[config.mk]
export PLATFORM = sky130hd
export DESIGN_NAME = l1_mem_port_arbiter
export DESIGN_NICKNAME = d
export VERILOG_FILES = /design/src/rtl/l1_mem_port_arbiter.sv
export SDC_FILE = /design/constraint.sdc
export NUM_CORES = 2
export LEC_CHECK = 0
export CORE_AREA = 2 2 532 534
export DETAILED_ROUTE_END_ITERATION = 6
export DIE_AREA = 0 0 534 536
export PLACE_DENSITY = 0.3
export SETUP_SLACK_MARGIN = 0.15
export SLEW_MARGIN = 25
export SYNTH_ARGS = -nofsm -noshare
export SYNTH_HDL_FRONTEND = slang
export SYNTH_SLANG_ARGS = --single-unit
[constraint.sdc]
create_clock -name clk_in -period 2.9 [get_ports clk_in]
set_input_delay 0.29 -clock clk_in [delete_from_list [all_inputs] [get_ports clk_in]]
set_output_delay 0.29 -clock clk_in [all_outputs]
set_load 0.005 [all_outputs]
[src/rtl/l1_mem_port_arbiter.sv]
// l1_mem_port_arbiter
//   Moves whole cache lines between the two L1 caches and a single
//   system-memory port. The I$ can only fill lines; the D$ can fill lines
//   or write back lines. When both caches ask on the same edge, the one that
//   was not served last time goes first. Every port uses a req/ack handshake.
//
// Ports
//   clk_in, reset_in          clock, synchronous active-high reset
//   ic_req, ic_addr           I$ line-fill request and line address
//   ic_ack, ic_rd_data        one-cycle completion pulse, fill data
//   dc_req, dc_rw, dc_addr,   D$ request, direction (0=fill, 1=write-back),
//   dc_wr_data                line address and write-back data
//   dc_ack, dc_rd_data        one-cycle completion pulse, fill data
//   sm_req, sm_rw, sm_addr,   system-memory request, direction, address,
//   sm_wr_data                write data (held until sm_ack)
//   sm_ack, sm_rd_data        memory completion pulse and read data
//
// All outputs are registered. rd_data outputs keep their value after ack
// falls and only change when their own requester completes a read.

module l1_mem_port_arbiter #(
  parameter int A_SZ   = 32,
  parameter int CL_LEN = 256
) (
  input  logic              clk_in,
  input  logic              reset_in,

  input  logic              ic_req,
  input  logic [A_SZ-1:0]   ic_addr,
  output logic              ic_ack,
  output logic [CL_LEN-1:0] ic_rd_data,

  input  logic              dc_req,
  input  logic              dc_rw,
  input  logic [A_SZ-1:0]   dc_addr,
  input  logic [CL_LEN-1:0] dc_wr_data,
  output logic              dc_ack,
  output logic [CL_LEN-1:0] dc_rd_data,

  output logic              sm_req,
  output logic              sm_rw,
  output logic [A_SZ-1:0]   sm_addr,
  output logic [CL_LEN-1:0] sm_wr_data,
  input  logic              sm_ack,
  input  logic [CL_LEN-1:0] sm_rd_data
);

  typedef enum logic [1:0] {
    IDLE    = 2'd0,
    IC_XFER = 2'd1,
    DC_XFER = 2'd2
  } state_e;

  typedef enum logic {
    GRANT_IC = 1'b0,
    GRANT_DC = 1'b1
  } grant_e;

  state_e state;
  grant_e last_grant;

  // D$ wins when it is the only requester, or on a tie when the I$ was
  // served last. Otherwise the I$ wins if it is asking at all.
  logic pick_dc;
  assign pick_dc = dc_req && (!ic_req || (last_grant == GRANT_IC));

  // NOTE: all state and outputs are updated with non-blocking assignments so
  // that every register sees the pre-edge values of its neighbours.
  always_ff @(posedge clk_in) begin
    if (reset_in) begin
      // NOTE: the line-wide data registers are cleared too, because every
      // output must read zero after reset, not just the control bits.
      state      <= IDLE;
      last_grant <= GRANT_IC;
      ic_ack     <= 1'b0;
      dc_ack     <= 1'b0;
      ic_rd_data <= '0;
      dc_rd_data <= '0;
      sm_req     <= 1'b0;
      sm_rw      <= 1'b0;
      sm_addr    <= '0;
      sm_wr_data <= '0;
    end else begin
      // Acks are single-cycle pulses; only a completing edge raises one.
      ic_ack <= 1'b0;
      dc_ack <= 1'b0;

      case (state)
        IDLE: begin
          // sm_ack seen here belongs to no transaction and is ignored.
          if (pick_dc) begin
            sm_req     <= 1'b1;
            sm_rw      <= dc_rw;
            sm_addr    <= dc_addr;
            sm_wr_data <= dc_wr_data;
            last_grant <= GRANT_DC;
            state      <= DC_XFER;
          end else if (ic_req) begin
            sm_req     <= 1'b1;
            sm_rw      <= 1'b0;
            sm_addr    <= ic_addr;
            sm_wr_data <= '0;
            last_grant <= GRANT_IC;
            state      <= IC_XFER;
          end
        end

        IC_XFER: begin
          if (sm_ack) begin
            sm_req     <= 1'b0;
            ic_ack     <= 1'b1;
            ic_rd_data <= sm_rd_data;
            state      <= IDLE;
          end
        end

        DC_XFER: begin
          if (sm_ack) begin
            sm_req <= 1'b0;
            dc_ack <= 1'b1;
            // A write-back returns no data; keep the last fill visible.
            if (!sm_rw) begin
              dc_rd_data <= sm_rd_data;
            end
            state <= IDLE;
          end
        end

        default: begin
          state  <= IDLE;
          sm_req <= 1'b0;
        end
      endcase
    end
  end

endmodule

==> flow_summary.json <==
{
  "worst_pin_slew_ns": 0.987,
  "synth.area.top_cells": "dfxtp_1, nand2_1, a21oi_1",
  "ant_nets": 0,
  "end_kind": "register",
  "finalNonFillerCells": 8646,
  "placementRows": 195,
  "post-place-ws_ns": 0.569,
  "cp_top_family": "buffers and inverters",
  "numCtsBuffers": 114,
  "setup_viol": 0,
  "max_stage_delay_ns": 0.56,
  "clock_sinks": 807,
  "dr.max_layer_used": "met5",
  "fp.dieArea_mm2": 0.286,
  "maxCapViolCount": 0,
  "wl_um": 199000,
  "drc_errors": 0,
  "nets": 5369,
  "syn_inst": 3317,
  "synth-xor-area-share_pct": 0,
  "slew_violations": 0,
  "grt_overflow": 0,
  "wl_per_cell_um": 23.0,
  "critPathLaunch": "state[1]",
  "grt_max_degree": 133,
  "dieHeight_um": 536,
  "dr_wl_met3_um": 20300,
  "cp_cell_sequence": "inv_1, ha_1, nand2_4, buf_12, buf_4, nand2_1, a21oi_1, dlygate4sd3_1",
  "synthAdderAreaFrac_pct": 0.134,
  "path_class": "register to register",
  "core_mm2": 0.281,
  "hold_class": "input port to register",
  "grt_first_pass_wirelength_um": 267000,
  "syn_avg_cell_area_um2": 8.45,
  "clock_path_buffers": 4,
  "finalWorstSetupSlack_ns": 0.360,
  "synth.distinct_cells": 25,
  "yosys.area_share.simple_pct": 18.3,
  "timing.critical_path.buf_inv": 4,
  "hold_violations": 0,
  "viasPerCell": 3.49,
  "cts_setup_buffers": 0,
  "synth_top_family_by_area": "compound AO/OA/AOI/OAI gates",
  "p_per_area_mw_per_mm2": 611,
  "yosys_warnings": 0,
  "ys_ff_latch": 807,
  "cts_max_level": 3,
  "syn2layout_area_growth_pct": 85.5,
  "synth_top_area_share_pct": 57.6,
  "cts_tree": "done",
  "slew_headroom_pct": 34.1,
  "via_count": 30200,
  "synth_mux_area_share_pct": 0,
  "slowest_stage": "dlygate4sd3_1",
  "outcome": "finished clean",
  "insertion_delay_ns": 0.82,
  "synth-seq-area-share_pct": 57.6,
  "cp_max_fo": 16,
  "synth-compound-area-share_pct": 18.9,
  "fin_skew_ns": 0.0473,
  "clk_pin_slew_ns": 0.06,
  "dpl.cell_count": 8244,
  "p_leak_nw": 17.1,
  "fin_util_pct": 18.5,
  "first_global_vias": 30500,
  "reg2reg_from": "state[1]",
  "detail_route.iter0.violations": 1378,
  "yosysTopAreaCell": "dfxtp_1",
  "fin_crit_sh_pct": 87.6,
  "root_buffer": "clkbuf_16",
  "dieWidth_um": 534,
  "antenna_found_initial": 129,
  "cp.required_ns": 3.66,
  "grt_usage_pct": 13.2,
  "min-delay-start": "sm_rd_data[155]",
  "io_pins": 1386,
  "min_period_ns": 2.54,
  "drt_first_pass_iters": 5,
  "place.gp.congestion": 0.781,
  "startpoint_type": "register",
  "crit_arrival_ns": 3.30,
  "syn_nets": 3902,
  "met2_length_um": 98000,
  "fin_tns_setup_ns": 0,
  "synth_area_mm2": 0.0280,
  "fmax_ghz": 0.394,
  "place_hpwl_um": 154000,
  "initial_core_util_pct": 9.98,
  "ir_drop_mv": 0.500,
  "rsz0062_at_grt": "false",
  "drive_above_1_share_pct": 5.85,
  "port_buffers": 1385,
  "wirelength_met1_um": 76300
}
## layout by cell type, fill, tap and decap left out, types with 4 or more instances in the layout
cell and instances:
clkdlybuf4s50_1 1384, nand2_1 1057, dfxtp_1 807, a21oi_1 547, nor2_1 292, a32oi_1 257, dlygate4sd3_1 167, clkbuf_16 115
buf_4 55, buf_12 47, diode_2 33, a211oi_1 32, clkbuf_8 28, clkbuf_1 28, clkinv_2 16, clkinv_4 4
bufinv_16 4
## synthesized netlist by cell type, drive strengths merged
cell type	count
clkbuf	161
and3b	1
a21oi	547
nor3b	1
nor2b	1
buf	142
a211oi	32
and2	1
a32oi	257
or3	1
ha	3
nor2	292
nand3b	2
a21bo	1
o21a	1
a21boi	1
a22oi	1
nand2b	1
o21ai	4
dfxtp	807
nand2	1058
inv	2
## power by group
part	total (W)	internal, W	switching [W]	leakage, nW
Sequential	0.0121	0.0117	0.000412	6.56
Combinational	0.00553	0.00269	0.00284	8.75
Clock	0.0141	0.00833	0.00578	1.82
Total	0.0318	0.0228	0.00903	17.1
## routing by layer
metal  up-vias  GRT usage (%)
met1     14300           14.4
met3       327           6.18
li1      14300              -
met5         -              0
met2      1213           23.4
met4        92           2.49
## final timing paths
path	cells after the start	end	slack (ns)
setup / recovery	8	ic_rd_data[215]	0.36
setup reg to reg	8	ic_rd_data[215]	0.36
hold reg to reg	2	dc_rd_data[240]	0.45
hold / removal	3	ic_rd_data[155]	0.10
## repair_timing
action                                 CTS  global route
endpoints found under the hold margin  294             0
resized for setup                        0             0
hold buffers                           167             0
## cell families (layout without fill, tap and decap cells)
kind of cell	count (synthesis)	in the layout
buffers and inverters	305	1858
flip-flops	807	807
AND/OR/NAND/NOR	1358	1358
adder cells (fa/ha/maj)	3	3
AO/OA/AOI/OAI	844	844
other	0	33
## worst reg2reg max path, cell delays in order, from the launching register on
cell           delay (ns)
dfxtp_1              0.51
inv_1                0.15
ha_1                 0.25
nand2_4              0.32
buf_12               0.24
buf_4                0.26
nand2_1              0.06
a21oi_1              0.12
dlygate4sd3_1        0.56
## final cells by class
class / instances / area [µm²]
Fill cell: 31400 / 229000
Timing Repair Buffer: 1654 / 16900
Sequential cell: 807 / 16200
Multi-Input combinational cell: 2205 / 10500
Tap cell: 3743 / 4680
Clock buffer: 171 / 3370
Clock inverter: 31 / 317
Antenna cell: 33 / 82.6
Inverter: 2 / 7.51
## stage by stage
stage	power (W)	hold slack, ns	area, µm²
after global routing	0.0333	0.0419	51900
after CTS	0.0326	0.000124	51900
after floorplan	0.0141	0.404	28000
after detailed placement	0.0179	0.446	46600
final	0.0318	0.101	52000
after global placement	0.0179	0.441	46600
## registers in the layout (all words and copies together) (netlist names), 2 cells and up
name        cells
dc_rd_data    256
ic_rd_data    256
sm_addr        32
sm_wr_data    256
state           2
Power figures use the tool's default switching activity.
